[src/rtl/rv_lsu_mem_if.sv]
// Load/store unit bridging the Q103H memory stage to a variable-latency data memory.
// Handles lane alignment, byte enables, load extension, pipeline stall and timeout abort.
module rv_lsu_mem_if #(
  parameter int unsigned DATA_W      = 32,
  parameter int unsigned ADDR_W      = 32,
  parameter int unsigned TIMEOUT_CYC = 64
) (
  input  logic                  clk,
  input  logic                  rst,
  input  logic                  valid_Q103H,
  input  logic                  rd_en_Q103H,
  input  logic                  wr_en_Q103H,
  input  logic [1:0]            size_Q103H,
  input  logic                  sign_ext_Q103H,
  input  logic [ADDR_W-1:0]     addr_Q103H,
  input  logic [DATA_W-1:0]     wr_data_Q103H,
  output logic                  stall_Q103H,
  output logic [DATA_W-1:0]     rd_data_Q103H,
  output logic                  rd_data_vld_Q103H,
  output logic                  err_misaligned_Q103H,
  output logic                  err_timeout_Q103H,
  output logic                  mem_req_valid,
  input  logic                  mem_req_ready,
  output logic [ADDR_W-1:0]     mem_req_addr,
  output logic                  mem_req_wr_en,
  output logic                  mem_req_rd_en,
  output logic [DATA_W/8-1:0]   mem_req_byte_en,
  output logic [DATA_W-1:0]     mem_req_wr_data,
  input  logic                  mem_rsp_valid,
  input  logic [DATA_W-1:0]     mem_rsp_data
);

  localparam int unsigned BE_W    = DATA_W / 8;
  localparam int unsigned OFF_W   = $clog2(BE_W);
  localparam int unsigned IDX_W   = $clog2(DATA_W);
  localparam int unsigned CNT_W   = (TIMEOUT_CYC > 2) ? $clog2(TIMEOUT_CYC) : 1;
  localparam int unsigned TO_LAST = (TIMEOUT_CYC > 0) ? TIMEOUT_CYC - 1 : 0;

  typedef enum logic [1:0] {IDLE, REQ, RSP, DONE} state_e;

  state_e              state_q, state_d;
  logic [ADDR_W-1:0]   addr_q, addr_d;
  logic [OFF_W-1:0]    off_q, off_d;
  logic [1:0]          size_q, size_d;
  logic                sign_q, sign_d;
  logic                rd_q, rd_d;
  logic                wr_q, wr_d;
  logic [BE_W-1:0]     be_q, be_d;
  logic [DATA_W-1:0]   wdat_q, wdat_d;
  logic [DATA_W-1:0]   rdat_q, rdat_d;
  logic                to_q, to_d;
  logic [CNT_W-1:0]    cnt_q, cnt_d;

  logic                access, mis, start, expired;
  logic [OFF_W-1:0]    off_i;
  logic [BE_W-1:0]     be_base;
  logic [DATA_W-1:0]   rsp_sh, rd_ext;
  logic [IDX_W-1:0]    msb;

  assign off_i   = addr_Q103H[OFF_W-1:0];
  assign access  = valid_Q103H & (rd_en_Q103H | wr_en_Q103H);
  assign start   = (state_q == IDLE) & access & ~mis;
  assign expired = (TIMEOUT_CYC != 0) && (cnt_q == CNT_W'(TO_LAST));

  always_comb begin
    mis     = 1'b0;
    be_base = '0;
    case (size_Q103H)
      2'd0: be_base = BE_W'(1);
      2'd1: begin
        be_base = BE_W'(3);
        mis     = addr_Q103H[0];
      end
      2'd2: begin
        be_base = BE_W'(15);
        mis     = |addr_Q103H[1:0];
      end
      default: begin
        be_base = '1;
        mis     = (DATA_W == 32) || (|addr_Q103H[2:0]);
      end
    endcase
  end

  // Shift the selected lanes down to bit 0, then replicate the access-size MSB upward.
  always_comb begin
    rsp_sh = mem_rsp_data >> {off_q, 3'b000};
    case (size_q)
      2'd0:    msb = IDX_W'(7);
      2'd1:    msb = IDX_W'(15);
      2'd2:    msb = IDX_W'(31);
      default: msb = IDX_W'(DATA_W - 1);
    endcase
    rd_ext = '0;
    for (int unsigned i = 0; i < DATA_W; i++)
      rd_ext[i] = (i <= 32'(msb)) ? rsp_sh[i] : (sign_q & rsp_sh[msb]);
  end

  always_comb begin
    state_d              = state_q;
    addr_d               = addr_q;
    off_d                = off_q;
    size_d               = size_q;
    sign_d               = sign_q;
    rd_d                 = rd_q;
    wr_d                 = wr_q;
    be_d                 = be_q;
    wdat_d               = wdat_q;
    rdat_d               = rdat_q;
    to_d                 = to_q;
    cnt_d                = cnt_q;
    err_misaligned_Q103H = 1'b0;
    case (state_q)
      IDLE: begin
        if (access && mis) begin
          err_misaligned_Q103H = 1'b1;
        end else if (start) begin
          state_d = REQ;
          addr_d  = {addr_Q103H[ADDR_W-1:OFF_W], {OFF_W{1'b0}}};
          off_d   = off_i;
          size_d  = size_Q103H;
          sign_d  = sign_ext_Q103H;
          wr_d    = wr_en_Q103H;
          rd_d    = rd_en_Q103H & ~wr_en_Q103H;
          be_d    = be_base << off_i;
          wdat_d  = wr_data_Q103H << {off_i, 3'b000};
          rdat_d  = '0;
          to_d    = 1'b0;
          cnt_d   = '0;
        end
      end
      REQ: begin
        cnt_d = cnt_q + 1'b1;
        if (mem_req_ready) begin
          state_d = wr_q ? DONE : RSP;
        end else if (expired) begin
          state_d = DONE;
          to_d    = 1'b1;
        end
      end
      RSP: begin
        cnt_d = cnt_q + 1'b1;
        if (mem_rsp_valid) begin
          state_d = DONE;
          rdat_d  = rd_ext;
        end else if (expired) begin
          state_d = DONE;
          to_d    = 1'b1;
          rdat_d  = '0;
        end
      end
      default: state_d = IDLE;
    endcase
  end

  always_ff @(posedge clk) begin
    if (rst) begin
      state_q <= IDLE;
      addr_q  <= '0;
      off_q   <= '0;
      size_q  <= '0;
      sign_q  <= 1'b0;
      rd_q    <= 1'b0;
      wr_q    <= 1'b0;
      be_q    <= '0;
      wdat_q  <= '0;
      rdat_q  <= '0;
      to_q    <= 1'b0;
      cnt_q   <= '0;
    end else begin
      state_q <= state_d;
      addr_q  <= addr_d;
      off_q   <= off_d;
      size_q  <= size_d;
      sign_q  <= sign_d;
      rd_q    <= rd_d;
      wr_q    <= wr_d;
      be_q    <= be_d;
      wdat_q  <= wdat_d;
      rdat_q  <= rdat_d;
      to_q    <= to_d;
      cnt_q   <= cnt_d;
    end
  end

  assign stall_Q103H       = start | (state_q == REQ) | (state_q == RSP);
  assign rd_data_Q103H     = rdat_q;
  assign rd_data_vld_Q103H = (state_q == DONE) & rd_q & ~to_q;
  assign err_timeout_Q103H = (state_q == DONE) & to_q;
  assign mem_req_valid     = (state_q == REQ);
  assign mem_req_addr      = addr_q;
  assign mem_req_wr_en     = (state_q == REQ) & wr_q;
  assign mem_req_rd_en     = (state_q == REQ) & rd_q;
  assign mem_req_byte_en   = be_q;
  assign mem_req_wr_data   = wdat_q;

endmodule
[config.mk]
export PLATFORM = sky130hd
export DESIGN_NAME = rv_lsu_mem_if
export DESIGN_NICKNAME = d
export VERILOG_FILES = /design/src/rtl/rv_lsu_mem_if.sv
export SDC_FILE = /design/constraint.sdc
export NUM_CORES = 1
export LEC_CHECK = 0
export BUFFER_PORTS_ARGS = -buffer_cell sky130_fd_sc_hd__buf_4
export CAP_MARGIN = 20
export CORE_ASPECT_RATIO = 0.5
export CORE_MARGIN = 2
export CORE_UTILIZATION = 52
export CTS_CLUSTER_DIAMETER = 80
export DETAILED_ROUTE_END_ITERATION = 8
export GPL_ROUTABILITY_DRIVEN = 0
export HOLD_SLACK_MARGIN = 0.03
export PLACE_DENSITY = 0.91
export SYNTH_ARGS = -nofsm -noshare
export SYNTH_HDL_FRONTEND = slang
export SYNTH_SLANG_ARGS = --single-unit
[constraint.sdc]
create_clock -name clk -period 3 [get_ports clk]
set_input_delay 0.6 -clock clk [delete_from_list [all_inputs] [get_ports clk]]
set_output_delay 0.6 -clock clk [all_outputs]
set_load 0.02 [all_outputs]
==> out/metrics.cfg <==
[run_status]
status=completed

[timing]
fin_worst_skew_ps=12.03
fin_setup_tns_ps=0
slew_violations=0
max_slew_margin_pct=50.73
period_needed_ps=2753
tightest_slew_ps=737.6
rsz0062_at_grt=no
finalCritPeriodShare_pct=91.76
timing.final.hold_violations=0
setup_violations=0
timing.fmax_mhz=363.3
holdWs_ps=439.2

[floorplan]
die_w_um=146.4
die_height_um=75.18
rows=25
ios=213
die-area_um2=11000
core_um2=9634
start_util_pct=54.69

[clock_tree]
clock_sinks=114
cts-buffers-inserted=17
clkLatencyLatePin_ps=410
cts_tree=done
clockBufferDepth=2
post-cts-setup-buffers=0
postCtsResizedCells=0
cts_root_buffer=clkbuf_16
clk_pin_slew_ps=50
hold_buffers=0
htree_levels=4

[power_and_ir_drop]
power_leakage_uw=0.003253
power.density_nw_per_um2=651.3
ir_drop_uv=514.0

[route]
vias=5530
drt_iter0_markers=453
totalWireLength_um=16830
drt.antenna.violating_nets=0
firstDrtPassIters=6
viasPerCell=5.707
drc=0
routedWlPerCell_um=17.37

[synth]
synthSimpleGateAreaFrac_pct=19.64
synth_top_family_by_area=compound AO/OA/AOI/OAI gates
synthXorXnorAreaFrac_pct=0.3325
synthesis.area_um2=5269
synth.avg_cell_area_um2=8.310
synthDistinctLibCells=55
muxShareOfSynthArea_pct=6.459
ys_seq_area_share_pct=43.32
yosys_warnings=0
syn_inst=634
synth_ff_type=dfxtp_1
synth_compound_area_share_pct=23.58
synth_enable_flop_cells=0
async_flop_share_pct=0
ys_ff_latch=114
yosys.area_share.adder_pct=1.425

[setup_path]
rr_startpoint=state_q[0]
crit_start=state_q[0]
crit_path_max_fanout=24
worstSetupPathType=flip-flop to output port
endpoint_kind=output port
cp.required_ps=2400
worstPathArrival_ps=2150
critPathLaunchType=flip-flop

[place]
hpwl_um=11240
port_buffers=210

[finish]
drive_above_1_share_pct=31.06
fin_nets=933
syn2layout_area_growth_pct=42.79
fill_cells=668
seq_area_um2=2282
antenna_cells=0
multi_input_area_um2=2726

[grt]
gr-total-overflow=0
track_usage_pct=29.37
grt_pass1_wl_um=25480
antenna_found_initial=0
grt_pass1_vias=5149
grt_max_degree=49

[job]
drv_cap=0

[hold_path]
hp-class=primary input to flip-flop
min_from=addr_Q103H[13]

==> state kept, by name, indices dropped and copies added, names as in the netlist, 2 cells and up <==
signal and count:
state_q 2, mem_req_wr_data 32, mem_req_addr 30, cnt_q 6, off_q 2, rd_data_Q103H 32
size_q 2, mem_req_byte_en 4
==> layout make-up <==
class,instances,share of cell area [%]
tap,135,2.245
inverter,7,0.3492
clock buffer,21,6.253
timing repair buffer,219,21.85
sequential,114,30.33
multi-input combinational,462,36.24
clock inverter,11,2.727
==> Yosys cell counts (2+ instances only) <==
master,count,area (um^2)
a211o_1,8,70.07
a211oi_1,27,202.7
a21oi_1,79,395.4
a21oi_2,2,17.52
a22o_1,22,192.7
a31oi_1,4,25.02
a32o_1,8,80.08
a32oi_1,2,17.52
and2_1,3,18.77
and3_1,3,18.77
buf_1,6,22.52
buf_2,14,70.07
buf_4,3,22.52
buf_6,3,33.78
clkbuf_1,26,97.59
dfxtp_1,114,2282
ha_1,6,75.07
inv_1,7,26.28
mux2i_1,34,340.3
nand2_1,114,427.9
nand2b_1,3,18.77
nand3_1,12,60.06
nand3b_1,4,30.03
nand4_1,2,12.51
nor2_1,46,172.7
nor2b_1,18,112.6
nor3_1,18,90.09
o21ai_0,16,80.08
o21ai_1,2,10.01
or3_1,3,18.77
==> cells in the final DEF (no fill, tap or decap), types with 17 or more instances in the layout <==
cell and n:
buf_4 219, nand2_1 114, dfxtp_1 114, a21oi_1 79, nor2_1 46, mux2i_1 34, a211oi_1 27, a22o_1 22
nor2b_1 18, nor3_1 18, clkbuf_16 17
==> path summary, 6_finish.rpt <==
kind	cells past startpoint	end	slack (ps)
setup / recovery	6	stall_Q103H	250
hold / removal	3	mem_req_addr[13]	440
hold reg to reg	2	mem_req_wr_data[3]	450
setup reg to reg	7	rd_data_Q103H[25]	450
==> report_power, final <==
group / total [uW] / internal [uW] / switching (uW)
sequential: 1640 / 1590 / 56.0
clock: 2330 / 1620 / 709
combinational: 931 / 367 / 564
total: 4900 / 3570 / 1330
==> worst max-delay path, cell delays in order, from the launching register on <==
cell     delay [ps]
dfxtp_1         350
inv_1           120
ha_1            440
o211a_4         260
nand3_4         270
nand2_1         150
buf_4           150
==> metrics by stage <==
stage	utilization [%]	cell area [um^2]	cells	power, uW	worst slack [ps]
after floorplan	-	5273	635	2255	654.1
after global placement	71.08	6848	937	2555	619.2
after detailed placement	71.08	6848	937	2578	496.2
after CTS	78.09	7523	969	4889	265.8
after global routing	78.09	7523	969	5063	162.3
final	78.09	7523	969	4900	247.2
==> metal layers <==
layer | track usage (%) | routed length (um) | up-vias
met4 | 13.38 | 376 | 0
met5 | 0 | 0 | -
met2 | 52.31 | 8369 | 271
met3 | 7.636 | 1258 | 41
li1 | - | - | 2618
met1 | 34.58 | 6824 | 2600
==> cells by family after synthesis <==
group	after synthesis
adder cells (fa/ha/maj)	6
flip-flops	114
other	1
AND/OR/NAND/NOR	232
AO/OA/AOI/OAI	186
XOR/XNOR	2
multiplexers	34
buffers and inverters	59
Power figures use the tool's default switching activity.
